`config.mk`:
```
export PLATFORM = sky130hd
export DESIGN_NAME = line_sel_decoder
export DESIGN_NICKNAME = d
export VERILOG_FILES = /design/src/rtl/line_sel_pkg.sv /design/src/rtl/onehot_dec.sv /design/src/rtl/line_sel_decoder.sv
export SDC_FILE = /design/constraint.sdc
export NUM_CORES = 1
export LEC_CHECK = 0
export CAP_MARGIN = 20
export CELL_PAD_IN_SITES_DETAIL_PLACEMENT = 0
export CELL_PAD_IN_SITES_GLOBAL_PLACEMENT = 1
export CORE_ASPECT_RATIO = 0.7
export CORE_MARGIN = 5
export CORE_UTILIZATION = 41
export DETAILED_ROUTE_END_ITERATION = 7
export PLACE_DENSITY_LB_ADDON = 0.1
export SYNTH_ARGS = -nofsm -noshare
export SYNTH_HDL_FRONTEND = slang
export SYNTH_SLANG_ARGS = --single-unit
```
`constraint.sdc`:
```
create_clock -name clk -period 4.1 [get_ports clk]
set_clock_uncertainty 0.05 [all_clocks]
set_input_delay 0.615 -clock clk [delete_from_list [all_inputs] [get_ports clk]]
set_output_delay 0.615 -clock clk [all_outputs]
set_load 0.02 [all_outputs]
```
`src/rtl/line_sel_pkg.sv`:
```
// Shared definitions for the line select decoder: FSM state encoding and
// default geometry constants.
package line_sel_pkg;

    localparam int ADDR_W_DEF    = 7;
    localparam int NUM_LINES_DEF = 128;

    typedef enum logic [1:0] {
        ST_IDLE  = 2'd0,
        ST_SWEEP = 2'd1,
        ST_DONE  = 2'd2
    } state_t;

endpackage

```
`src/rtl/onehot_dec.sv`:
```
// Combinational index to one-hot decoder. Indices at or beyond NUM_LINES
// decode to all-zero, so callers get range checking for free.
module onehot_dec #(
    parameter int IDX_W     = 7,
    parameter int NUM_LINES = 128
) (
    input  logic [IDX_W-1:0]     idx,
    output logic [NUM_LINES-1:0] onehot
);

    // One comparator per line; an out-of-range index matches none of them.
    always_comb begin
        onehot = '0;
        for (int i = 0; i < NUM_LINES; i++) begin
            onehot[i] = (idx == IDX_W'(i));
        end
    end

endmodule

```
`src/rtl/line_sel_decoder.sv`:
```
// Registered one-hot line select with single-line requests and a full
// in-order sweep of every line. Optional out-of-range error pulse is built
// only when LINE_SEL_ERR_EN is defined.
module line_sel_decoder
    import line_sel_pkg::*;
#(
    parameter int ADDR_W    = ADDR_W_DEF,
    parameter int NUM_LINES = NUM_LINES_DEF
) (
    input  logic                 clk,
    input  logic                 rst_n,
    input  logic                 req_valid,
    input  logic [ADDR_W-1:0]    req_addr,
    input  logic                 sweep_start,
    output logic [NUM_LINES-1:0] sel,
    output logic                 sel_valid,
    output logic                 busy,
`ifdef LINE_SEL_ERR_EN
    output logic                 err,
`endif
    output logic                 sweep_done
);

    localparam logic [ADDR_W-1:0] LAST_LINE = ADDR_W'(NUM_LINES - 1);

    state_t                state, state_nxt;
    logic [ADDR_W-1:0]     cnt, cnt_nxt;
    logic                  pending, pending_nxt;
    logic                  req_take;
    logic [ADDR_W-1:0]     dec_idx;
    logic [NUM_LINES-1:0]  dec_oh;
    logic [NUM_LINES-1:0]  sel_nxt;
    logic                  sel_valid_nxt;
    logic                  busy_nxt;
    logic                  done_nxt;
`ifdef LINE_SEL_ERR_EN
    logic                  err_nxt;
`endif

    // A request is only honoured in IDLE with no sweep queued behind it.
    assign req_take = (state == ST_IDLE) && !pending && req_valid;

    // The single decoder serves either the sweep counter or the request.
    assign dec_idx = (state_nxt == ST_SWEEP) ? cnt_nxt : req_addr;

    onehot_dec #(
        .IDX_W     (ADDR_W),
        .NUM_LINES (NUM_LINES)
    ) u_dec (
        .idx    (dec_idx),
        .onehot (dec_oh)
    );

    // State, sweep counter and queued-sweep flag.
    always_ff @(posedge clk or negedge rst_n) begin
        if (!rst_n) begin
            state   <= ST_IDLE;
            cnt     <= '0;
            pending <= 1'b0;
        end else begin
            state   <= state_nxt;
            cnt     <= cnt_nxt;
            pending <= pending_nxt;
        end
    end

    // Next-state logic; a sweep requested alongside a request waits one cycle.
    always_comb begin
        state_nxt   = state;
        cnt_nxt     = cnt;
        pending_nxt = pending;
        case (state)
            ST_IDLE: begin
                if (pending) begin
                    state_nxt   = ST_SWEEP;
                    cnt_nxt     = '0;
                    pending_nxt = 1'b0;
                end else if (sweep_start) begin
                    if (req_valid) begin
                        pending_nxt = 1'b1;
                    end else begin
                        state_nxt = ST_SWEEP;
                        cnt_nxt   = '0;
                    end
                end
            end
            ST_SWEEP: begin
                if (cnt == LAST_LINE) begin
                    state_nxt = ST_DONE;
                end else begin
                    cnt_nxt = cnt + ADDR_W'(1);
                end
            end
            ST_DONE: begin
                state_nxt = ST_IDLE;
                cnt_nxt   = '0;
            end
            default: begin
                state_nxt   = ST_IDLE;
                cnt_nxt     = '0;
                pending_nxt = 1'b0;
            end
        endcase
    end

    // Output values for the coming cycle, derived from where the FSM is going.
    always_comb begin
        sel_nxt       = '0;
        sel_valid_nxt = 1'b0;
        if (state_nxt == ST_SWEEP) begin
            sel_nxt       = dec_oh;
            sel_valid_nxt = 1'b1;
        end else if (req_take) begin
            sel_nxt       = dec_oh;
            sel_valid_nxt = |dec_oh;
        end
        busy_nxt = (state_nxt != ST_IDLE) || pending_nxt;
        done_nxt = (state_nxt == ST_DONE);
`ifdef LINE_SEL_ERR_EN
        err_nxt  = req_take && !(|dec_oh);
`endif
    end

    // Registered outputs, cleared asynchronously so a sweep cannot linger.
    always_ff @(posedge clk or negedge rst_n) begin
        if (!rst_n) begin
            sel        <= '0;
            sel_valid  <= 1'b0;
            busy       <= 1'b0;
            sweep_done <= 1'b0;
`ifdef LINE_SEL_ERR_EN
            err        <= 1'b0;
`endif
        end else begin
            sel        <= sel_nxt;
            sel_valid  <= sel_valid_nxt;
            busy       <= busy_nxt;
            sweep_done <= done_nxt;
`ifdef LINE_SEL_ERR_EN
            err        <= err_nxt;
`endif
        end
    end

endmodule
```
Yosys cells after proc, flatten, opt, wreduce, memory -nomap -nowiden
Index checks and enable logic that the tools add are counted.
W data, S select, Z words.
{"block": "op_classes", "n_addsub": 1, "n_eq_ne": 132, "muxes": 19, "reduce_logical": 9}
{"op": "$eq A7 B7 Y1 const B", "n": 65}
{"op": "$mux W128", "n": 2}
{"op": "$eq A7 B6 Y1 const B", "n": 32}
{"op": "$reduce_or A128 Y1", "n": 1}
{"op": "$eq A7 B5 Y1 const B", "n": 16}
{"op": "$eq A7 B4 Y1 const B", "n": 8}
{"op": "$mux W7", "n": 5}
{"op": "$eq A7 B3 Y1 const B", "n": 4}
{"op": "$eq A7 B2 Y1 const B", "n": 2}
{"op": "$pmux W7 S2", "n": 1}
{"op": "$mux W2", "n": 4}
{"op": "$add A7 B1 Y7 const B", "n": 1}
{"op": "$eq A7 B1 Y1 const B", "n": 1}
{"op": "$logic_not A7 Y1", "n": 1}
{"op": "$mux W1", "n": 5}
{"op": "$eq A2 B1 Y1 const B", "n": 2}
{"op": "$eq A2 B2 Y1 const B", "n": 2}
{"op": "$pmux W2 S2", "n": 1}
{"op": "$logic_and A1 B1 Y1", "n": 2}
{"op": "$logic_not A2 Y1", "n": 1}
{"op": "$pmux W1 S2", "n": 1}
{"op": "$reduce_bool A2 Y1", "n": 1}
{"op": "$reduce_or A2 Y1", "n": 1}
{"op": "$logic_not A1 Y1", "n": 1}
{"op": "$logic_or A1 B1 Y1", "n": 1}
{"block": "totals", "regBits": 141}

Logic depth before layout (Yosys ltp)
Gate-level depths: netlist of run 1.
{"block": "logic_depth", "word_depth": 10, "ltp_mapped": 11, "ltp_nobuf": 9}

Modules after synthesis
A second synthesis of run 1 with hierarchy kept.
{"block": "unflattened", "cells_unflattened": 582, "area_unflattened_um2": 6432.4}
{"module": "line_sel_decoder", "n_inst": 1, "cells_per_inst": 400, "area_per_inst_um2": 5529.1, "seq_area_each_um2": 3528.4}
{"module": "onehot_dec", "n_inst": 1, "cells_per_inst": 182, "area_per_inst_um2": 903.4, "seq_area_each_um2": 0.0}

Worst setup path after synthesis of run 1
No wires, ideal clock.
{"block": "synth_timing", "path_kind": "input to register", "from": "input req_valid", "to": "register sel[100]", "setup_time_ns": 0.135, "t_arrival_ns": 2.149, "required_time_ns": 3.915, "path_slack_ns": 1.766, "cell_stages": 7, "path_cell_list": "and2b_4 > nor2_2 > o32ai_4 > nor4_1 > a31oi_2 > buf_4 > nor2_1"}
{"block": "synth_between", "elab_chain_cells": 9, "elab_cells_between_ends": 14, "cone_classes": "2 x eq/ne; 11 x mux; 1 x reduce/logical"}
{"element": "from (decl)", "line_no": "line_sel_decoder.sv:12", "source": "input logic req_valid,"}
{"element": "$mux W2", "line_no": "line_sel_decoder.sv:79", "source": "if (req_valid) begin"}
{"element": "$mux W2", "line_no": "line_sel_decoder.sv:78", "source": "end else if (sweep_start) begin"}
{"element": "$mux W2", "line_no": "line_sel_decoder.sv:74", "source": "if (pending) begin"}
{"element": "$pmux W2 S2", "line_no": "line_sel_decoder.sv:72", "source": "case (state)"}
{"element": "$eq A2 B1 Y1", "line_no": "line_sel_decoder.sv:44, line_sel_decoder.sv:110"}
{"element": "$mux W7", "line_no": "line_sel_decoder.sv:44", "source": "assign dec_idx = (state_nxt == ST_SWEEP) ? cnt_nxt : req_addr;"}
{"element": "$eq A7 B7 Y1", "line_no": "onehot_dec.sv:15", "source": "onehot[i] = (idx == IDX_W'(i));"}
{"element": "$mux W128", "line_no": "line_sel_decoder.sv:113", "source": "end else if (req_take) begin"}
{"element": "$mux W128 (*)", "line_no": "line_sel_decoder.sv:110", "source": "if (state_nxt == ST_SWEEP) begin"}
{"element": "named net sel_nxt[100]", "line_no": "line_sel_decoder.sv:32", "source": "logic [NUM_LINES-1:0] sel_nxt;"}
{"element": "to (signal assigned)", "line_no": "line_sel_decoder.sv:135", "source": "sel <= sel_nxt;"}
{"element": "to (decl)", "line_no": "line_sel_decoder.sv:15", "source": "output logic [NUM_LINES-1:0] sel,"}
Mark *: on every way through the listed nets, which the timed path passes. The rest lies on a longest branch.

Final worst setup path of run 1
{"block": "layout_timing", "from": "register cnt[0]", "to": "register sel[62]"}
{"block": "layout_between", "elab_chain_cells": 8, "elab_cells_between_ends": 14, "cone_classes": "1 x add/sub; 3 x eq/ne; 10 x mux"}
{"element": "from (decl)", "line_no": "line_sel_decoder.sv:27", "source": "logic [ADDR_W-1:0] cnt, cnt_nxt;"}
{"element": "from (signal assigned)", "line_no": "line_sel_decoder.sv:62", "source": "cnt <= cnt_nxt;"}
{"element": "branches (longest 7 deep; another with $add A7 B1 Y7)"}
{"element": "$mux W128 (*)", "line_no": "line_sel_decoder.sv:110"}
{"element": "named net sel_nxt[62]", "line_no": "line_sel_decoder.sv:32"}
Mark *: on every way through the listed nets, which the timed path passes.

==> run summary, run 1 <==
The flow ran to the end, and the final reports show no timing, DRC or antenna violations. In this run the worst hold path is classified as primary input to async pin. The power per unit of standard cell area is 581.5 mW/mm². For this design the total switching power over the nets is ~1700 µW. The power share of the combinational group came out at between 30% and 40%.

The cell count after synthesis came out at 520. Across the VDD grid, the largest voltage drop is ~0.00038 V. The post-route standard cell area excluding fillers is around 0.008 mm². The half-perimeter wire length after detailed placement is ~12 mm. The number of flip-flops and latches in the synthesized netlist came out at about 140. The per-instance average area after synthesis came out at 11.22 µm². The overall track demand over capacity in global routing came out at between 20% and 30%.

The relative max-transition margin came out at a little over two fifths. The worst register-to-register path has a setup slack of 0.77 ns. For this block, the routed nets add up to about 17 mm of wire. The number of nets still failing antenna checks after routing came out at 0. The wire length per cell after detailed routing is 19.57 µm. The data required time at the worst endpoint is around 4.3 ns.

The top cell type's share of synthesized area is 60.50%. The worst path uses 81.32% of the clock period. The number of synthesized flops with an enable pin came out at 0. In this run the horizontal extent of the chip is approximately 150 µm.

Along the worst path, the maximum fanout reaches 14. The synthesis-to-layout area growth is 37.65%. The worst setup path is of the flop to flop kind. The cell area after placement is about 0.0074 mm². The ratio of routed vias to standard cells came out at 5.219. The signal arrival time at the worst endpoint is approximately 3.6 ns.

The routed via count came out at 4535. The clock network power share came out at 34.0%. The maximum clock rate came out at approximately 300 MHz. The net total in the final layout came out at ~680. The transition at the pin with the smallest max-transition slack is approximately 0.85 ns. The number of max-cap violations is 0.

The vertical die dimension came out at 109.8 µm. The buffer levels on the longest clock path came out at 2. The count of final hold-check violations came out at 0. The cell area after synthesis is 0.005832 mm². The leakage power is around 0.0034 µW. The level count of the clock H-tree is 4. The total nets after synthesis is 535. The initial antenna violation count came to 0.

The global-route wire length before repair came out at 26.70 mm. The number of input and output port buffers inserted is around 140. Cells with a size suffix above 1 make up ~13% of the layout.

The final count of pins violating max slew was 0. The overflow left after global routing came out at 0. Setup violations remaining at the end of the flow were counted as 0. Setup repair after global routing left no endpoint under its margin. The placer congestion estimate came out at ~0.95. The die area is approximately 0.017 mm². The largest total area in the synthesized netlist belongs to sky130_fd_sc_hd__dfrtp_1. The via count of the first global-routing pass is 4551.

The number of antenna diodes came out at 0. By area the synthesized netlist is led by sky130_fd_sc_hd__dfrtp_1 (61%), sky130_fd_sc_hd__nor2_1 (7.9%), sky130_fd_sc_hd__nor3_1 (2.4%). The number of different library cells in the post-synthesis netlist is 70. The most frequently used flop master after synthesis is sky130_fd_sc_hd__dfrtp_1. The number of design rule violations left after detail routing came out at 0. Yosys printed 0 warnings. The initial utilization of the core area, before any placement, comes to about two fifths. Summed over all failing endpoints, the final setup total negative slack is 0 ns. In this run the standard cell core region covers about 0.014 mm². The worst path needs 3.334 ns of the cycle, external delays included. The root buffer cell is sky130_fd_sc_hd__clkbuf_16.

After clock tree synthesis, the clock-pin slew on the worst setup and hold paths is roughly 0.060 ns. The number of placement rows came out at 36. STA classifies the critical path endpoint as a flop. The share of flip-flops with an asynchronous set or reset is between 90% and 100%. The clock sink total came out at 141. Buffers inserted during clock tree synthesis total 17. TritonCTS built the clock tree. The detailed router finished its first iteration with 337 violations. The number of gates resized after CTS was 0. The count of TritonRoute iterations in the first routing pass is 5. The later pin in the worst-skew pair is clocked with a latency of 0.41 ns. The register share of total power came out at approximately a third. Internal power comes to 2922 µW.

The switching share of total power is 37.40%. Once the clock tree was built, the setup fixing pass inserted 0 buffers. Summing the sequential cell areas from Yosys gives between 60% and 70% of the chip area. The launching element type of the critical path is a flop. The post-cts hold buffer count came out at 0. The number of I/O pins is ~140. Entering global routing, the biggest net connects 76 pins.
-- registers in the layout, indices dropped and copies added, names as in the netlist --
name and count:
sel 128, cnt 7, state 2, busy 1
pending 1, sel_valid 1, sweep_done 1
-- cell usage in the layout, fill, tap and decap left out, types with 4 or more instances in the layout --
cell and count:
sky130_fd_sc_hd__a22o_1 6, sky130_fd_sc_hd__nor2_1 122, sky130_fd_sc_hd__a31oi_1 9, sky130_fd_sc_hd__dfrtp_1 141, sky130_fd_sc_hd__inv_6 5, sky130_fd_sc_hd__a21oi_1 10
sky130_fd_sc_hd__clkbuf_16 17, sky130_fd_sc_hd__a32oi_1 4, sky130_fd_sc_hd__nand2_1 36, sky130_fd_sc_hd__nand3_1 9, sky130_fd_sc_hd__o21ai_0 6, sky130_fd_sc_hd__clkdlybuf4s50_1 140
sky130_fd_sc_hd__nand2b_1 6, sky130_fd_sc_hd__nor2b_1 8, sky130_fd_sc_hd__o32a_1 4, sky130_fd_sc_hd__inv_1 7, sky130_fd_sc_hd__a32oi_2 4, sky130_fd_sc_hd__buf_4 12
sky130_fd_sc_hd__nor3_1 28, sky130_fd_sc_hd__a31oi_2 7, sky130_fd_sc_hd__nor2_2 5, sky130_fd_sc_hd__nor4_1 9, sky130_fd_sc_hd__and2_1 5, sky130_fd_sc_hd__mux2i_1 4
sky130_fd_sc_hd__ha_1 4
-- cell families after synthesis --
logic type	Yosys count	share of synthesized area, %
flops	141	60.50
xor+xnor	2	0.3004
compound gates	88	14.05
buf+inv	34	3.326
mux	7	1.566
simple gates	244	19.40
fa+ha+maj	4	0.8582
-- path summary, 6_finish.rpt --
path / depth (start not counted) / start / to
worst max-delay path: 9 / cnt[0]$_DFF_PN0_ / sel[62]$_DFF_PN0_
worst min-delay path: 1 / rst_n / cnt[4]$_DFF_PN0_
worst max register to register: 9 / cnt[0]$_DFF_PN0_ / sel[62]$_DFF_PN0_
worst min register to register: 2 / state[1]$_DFF_PN0_ / pending$_DFF_PN0_
max in group asynchronous: 2 / rst_n / sel[64]$_DFF_PN0_
min in group clk: 2 / state[1]$_DFF_PN0_ / pending$_DFF_PN0_
-- routing by layer --
metal,global-route usage (%),vias up,part of all wire [%]
li1,-,2108,-
met3,5.625,9,7.1
met4,4.704,0,0.55
met1,30.33,2249,47
met5,0,-,0
met2,30.83,169,45
-- metrics by stage --
stage                     hold WS, ns  setup WS [ns]  power, µW  utilization, %  instances
after global routing           0.2502         0.5388       4886           57.68        869
after CTS                      0.2155         0.8243       4678           57.68        869
after global placement         0.5361         0.8960       3056           53.25        838
after detailed placement       0.5243         0.8162       3079           53.25        838
final                          0.1991         0.7660       4668           57.68        869
after floorplan                0.2694          1.766       2672               -        520
-- critical path: stages (launching register included) --
cell and delay [ns]:
sky130_fd_sc_hd__dfrtp_1 0.61, sky130_fd_sc_hd__ha_1 0.51, sky130_fd_sc_hd__nand4_2 0.23, sky130_fd_sc_hd__nor2_2 0.31
sky130_fd_sc_hd__o32a_1 0.26, sky130_fd_sc_hd__nand2_1 0.31, sky130_fd_sc_hd__buf_4 0.31, sky130_fd_sc_hd__a31oi_2 0.27
sky130_fd_sc_hd__buf_4 0.25, sky130_fd_sc_hd__nor2_1 0.07
-- power by group through the flow --
stage                     registers [µW]  clock network, µW  logic, µW
after floorplan                     1570                  0       1100
after global placement              1550                  0       1500
after detailed placement            1550                  0       1530
after CTS                           1530               1620       1530
after global routing                1540               1680       1670
final                               1530               1590       1550
-- final cells by class --
type / count / area (µm²)
Tap cell: 190 / 237.7
Sequential cell: 141 / 3528
Multi-Input combinational cell: 345 / 2110
Inverter: 9 / 33.78
Clock buffer: 18 / 439.2
Timing Repair Buffer: 153 / 1503
Clock inverter: 13 / 176.4
Fill cell: 1145 / 5891
-- synth_stat cells, types with 6 or more instances --
library cell and number:
sky130_fd_sc_hd__a22o_1 6, sky130_fd_sc_hd__nand2_1 36, sky130_fd_sc_hd__a31oi_2 7, sky130_fd_sc_hd__nor2b_1 8
sky130_fd_sc_hd__a21oi_1 10, sky130_fd_sc_hd__nand3_1 9, sky130_fd_sc_hd__buf_4 8, sky130_fd_sc_hd__o21ai_0 6
sky130_fd_sc_hd__dfrtp_1 141, sky130_fd_sc_hd__buf_2 10, sky130_fd_sc_hd__nor2_1 122, sky130_fd_sc_hd__nor4_1 9
sky130_fd_sc_hd__a31oi_1 9, sky130_fd_sc_hd__nand2b_1 6, sky130_fd_sc_hd__nor3_1 28, sky130_fd_sc_hd__inv_1 7
Power figures use the tool's default switching activity.
==> run 2, diff against run 1 <==
--- a/config.mk
+++ b/config.mk
@@ -10,7 +10,7 @@
 export CELL_PAD_IN_SITES_GLOBAL_PLACEMENT = 1
 export CORE_ASPECT_RATIO = 0.7
 export CORE_MARGIN = 5
-export CORE_UTILIZATION = 41
+export CORE_UTILIZATION = 38
 export DETAILED_ROUTE_END_ITERATION = 7
 export PLACE_DENSITY_LB_ADDON = 0.1
 export SYNTH_ARGS = -nofsm -noshare
==> constraint.sdc (replaced) <==
create_clock -name clk -period 3.25 [get_ports clk]
set_clock_uncertainty 0.05 [all_clocks]
set_input_delay 0.4875 -clock clk [delete_from_list [all_inputs] [get_ports clk]]
set_output_delay 0.4875 -clock clk [all_outputs]
set_load 0.02 [all_outputs]
==> run summary, run 2 (synthesis gave the netlist of run 1 again) <==
The aggregate routed wire length is 17.10 mm (+0.58%). The buffer levels on the longest clock path is 2 (unchanged). The overall track demand over capacity in global routing is 19.61% (-1.0 points). The global-route wire length before repair came out at 27.09 mm (+1.4%). The post-CTS clock slew at the launch and capture registers of the worst setup and hold paths came out at 0.06 ns (about the same). The initial cell density of the core is 39.24% (-2.7 points). The count of TritonRoute iterations in the first routing pass is 5 (unchanged).

The level count of the clock H-tree came out at 4 (unchanged). The highest ir drop seen on vdd came out at 0.0004133 V (+9.3%). The part of the cycle the worst path needs came to 90.86% (+9.5 points). STA classifies the critical path endpoint as a flop. The synthesis-to-layout area growth came out at 40.94%.

The number of antenna diodes came out at 0 (unchanged). The clock sink total came out at 141 (unchanged). TritonCTS built the clock tree. The vertical die dimension came out at 113.7 µm (+3.5%). The largest registers in the layout are sel (128), cnt (7), state (2). The largest net degree at the start of global routing is 86 (+13%). The flow ran to the end, and the final reports show no timing, DRC or antenna violations. The number of design rule violations left after detail routing came out at 0 (unchanged). The largest fanout on the critical path came out at 16 (+2). The signal arrival time at the worst endpoint came out at 3.16 ns (-0.39 ns). The maximum single-stage delay on the critical path is 0.75 ns (+0.14 ns).

The post-route standard cell area excluding fillers came out at 0.008219 mm² (+2.4%). The slowest stage of the critical path belongs to the cell sky130_fd_sc_hd__a31oi_2. In the layout the commonest cells are sky130_fd_sc_hd__dfrtp_1 (141), sky130_fd_sc_hd__clkdlybuf4s50_1 (140), sky130_fd_sc_hd__nor2_1 (122). The critical path is of the flop to flop type. The routed via count came to 4624 (+2.0%). The power per unit of standard cell area is 739.6 mW/mm² (+27%). The cell area after placement is 0.007601 mm² (+2.5%). The number of flip-flops in the largest register came out at 128 (unchanged).

The transition at the pin with the smallest max-transition slack came out at 1.058 ns (+0.2041 ns). The share of post-route cells with drive strength above 1 was 15.67% (+2.9 points). The shortest clock period the worst path allows after layout is 2.953 ns (-0.3812 ns).

The worst hold-check path type is primary input to async pin. The leakage power came out at 0.003511 µW (+3.6%). The die extent in x came out at 158.1 µm (+3.6%).

The die area is 0.01796 mm² (+7.3%). The net total in the final layout came out at 704 (+3.2%). The data required time at the worst endpoint came out at 3.46 ns (-0.85 ns). The iteration-0 DRC count of the detailed router came out at 412 (+22%). STA classifies the critical path startpoint as a flop. The placement-stage worst setup slack is -0.005131 ns (-0.8213 ns). The library cell used most frequently in the layout, excluding fill and tap cells, is sky130_fd_sc_hd__dfrtp_1. The number of I/O pins is 142 (unchanged). The number of input and output port buffers inserted came to 141 (unchanged).

The via count of the first global-routing pass is 4636 (+1.9%). The number of placement rows came out at 37 (+2.8%). The half-perimeter wire length after detailed placement came out at 12.45 mm (+4.3%). The clock buffer count from CTS came out at 17 (unchanged). The setup violation total in the final timing report was 0 (unchanged).

The core region area came out at 0.01486 mm² (+6.8%). The relative max-transition margin came out at 29.24% (-14 points). The placer congestion estimate came out at 0.8966 (-5.3%). The overflow left after global routing is 0 (unchanged).

The count of fill cells added during filler insertion is 1262 (+10%). The count of final hold-check violations is 0 (unchanged). The maximum clock rate is 338.7 MHz (+13%).

The kind of cell with the highest combined delay on the critical path is compound AO/OA/AOI/OAI gates. The root buffer cell is sky130_fd_sc_hd__clkbuf_16. More flip-flops sit in one register than any other, and that register is sel. The post-layout worst setup margin came out at 0.2972 ns (-0.4688 ns). The ratio of routed vias to standard cells is 5.155 (-1.2%). The final count of pins violating max slew came out at 0 (unchanged). The clock network latency to the later pin of the worst-skew pair was 0.42 ns (about the same). The setup TNS after final layout came out at 0 ns (unchanged). The number of max-cap violations came out at 0 (unchanged).

The critical path goes through inv_1 -> ha_1 -> nand2b_1 -> o32ai_1 -> a22oi_2 -> inv_2 -> buf_4 -> a31oi_2 -> nor2_1. The combined buffer and inverter count along the critical path came out at 3 (+1). The number of nets still failing antenna checks after routing came out at 0 (unchanged). The wire length per cell after detailed routing is 19.07 µm (-2.6%). The initial antenna violation count came out at 0 (unchanged).
## run 2: cell count changes in the layout (fill, tap and decap cells not counted), sizes merged
cell / previous run / this run
clkinvlp: 3 / 2
clkinv: 1 / 4
bufinv: 3 / 1
clkbuf: 18 / 19
buf: 13 / 35
## run 2: routing by layer
metal / up-vias / global-route usage, % / routed length, µm
li1: 2160 / - / -
met1: 2277 / 29.23 / 8105
met2: 169 / 28.90 / 7696
met3: 18 / 4.664 / 1156
met4: 0 / 5.057 / 145
met5: - / 0 / 0
## run 2: cell type report
type / instances / area, µm² / share of cell area (%)
clock inverter: 13 / 127.6 / 1.553
sequential: 141 / 3528 / 42.93
inverter: 9 / 33.78 / 0.4110
multi-input combinational: 345 / 2132 / 25.94
tap: 195 / 244.0 / 2.968
clock buffer: 19 / 452.9 / 5.511
timing repair buffer: 175 / 1700 / 20.69
## run 2: final timing paths
kind / from / endpoint / slack [ns] / cells after the start
min in group clk: state[1]$_DFF_PN0_ / pending$_DFF_PN0_ / 0.54 / 2
max in group asynchronous: rst_n / sel[96]$_DFF_PN0_ / 2.33 / 2
max: state[0]$_DFF_PN0_ / sel[23]$_DFF_PN0_ / 0.30 / 9
min reg2reg: state[1]$_DFF_PN0_ / pending$_DFF_PN0_ / 0.54 / 2
max reg2reg: state[0]$_DFF_PN0_ / sel[23]$_DFF_PN0_ / 0.30 / 9
min: rst_n / busy$_DFF_PN0_ / 0.06 / 1
## run 2: worst register-to-register path, cell delays in order (launching register included)
cell                       delay [ns]
sky130_fd_sc_hd__dfrtp_1         0.44
sky130_fd_sc_hd__inv_1           0.08
sky130_fd_sc_hd__ha_1            0.31
sky130_fd_sc_hd__nand2b_1        0.23
sky130_fd_sc_hd__o32ai_1         0.17
sky130_fd_sc_hd__a22oi_2         0.37
sky130_fd_sc_hd__inv_2           0.11
sky130_fd_sc_hd__buf_4           0.17
sky130_fd_sc_hd__a31oi_2         0.75
sky130_fd_sc_hd__nor2_1          0.11
## run 2: metrics by stage
stage,cells,hold slack [ns],power (µW),utilization (%)
after floorplan,520,0.1419,3370,-
after global placement,864,0.5299,4130,51.15
after detailed placement,864,0.5238,4139,51.15
after CTS,896,0.09430,6028,55.06
after global routing,897,0.1374,6387,55.31
final,897,0.06012,6079,55.31
## run 2: repair_timing
action	CTS	global route
hold buffers	0	0
buffers inserted	0	0
resized for setup	0	2
endpoints found under the setup margin	0	31
## run 2: report_power, final
group / internal [µW] / total [µW] / switching [µW]
registers: 1840 / 1880 / 43.0
clock network: 1110 / 1890 / 777
logic: 837 / 2310 / 1470
total: 3790 / 6080 / 2290
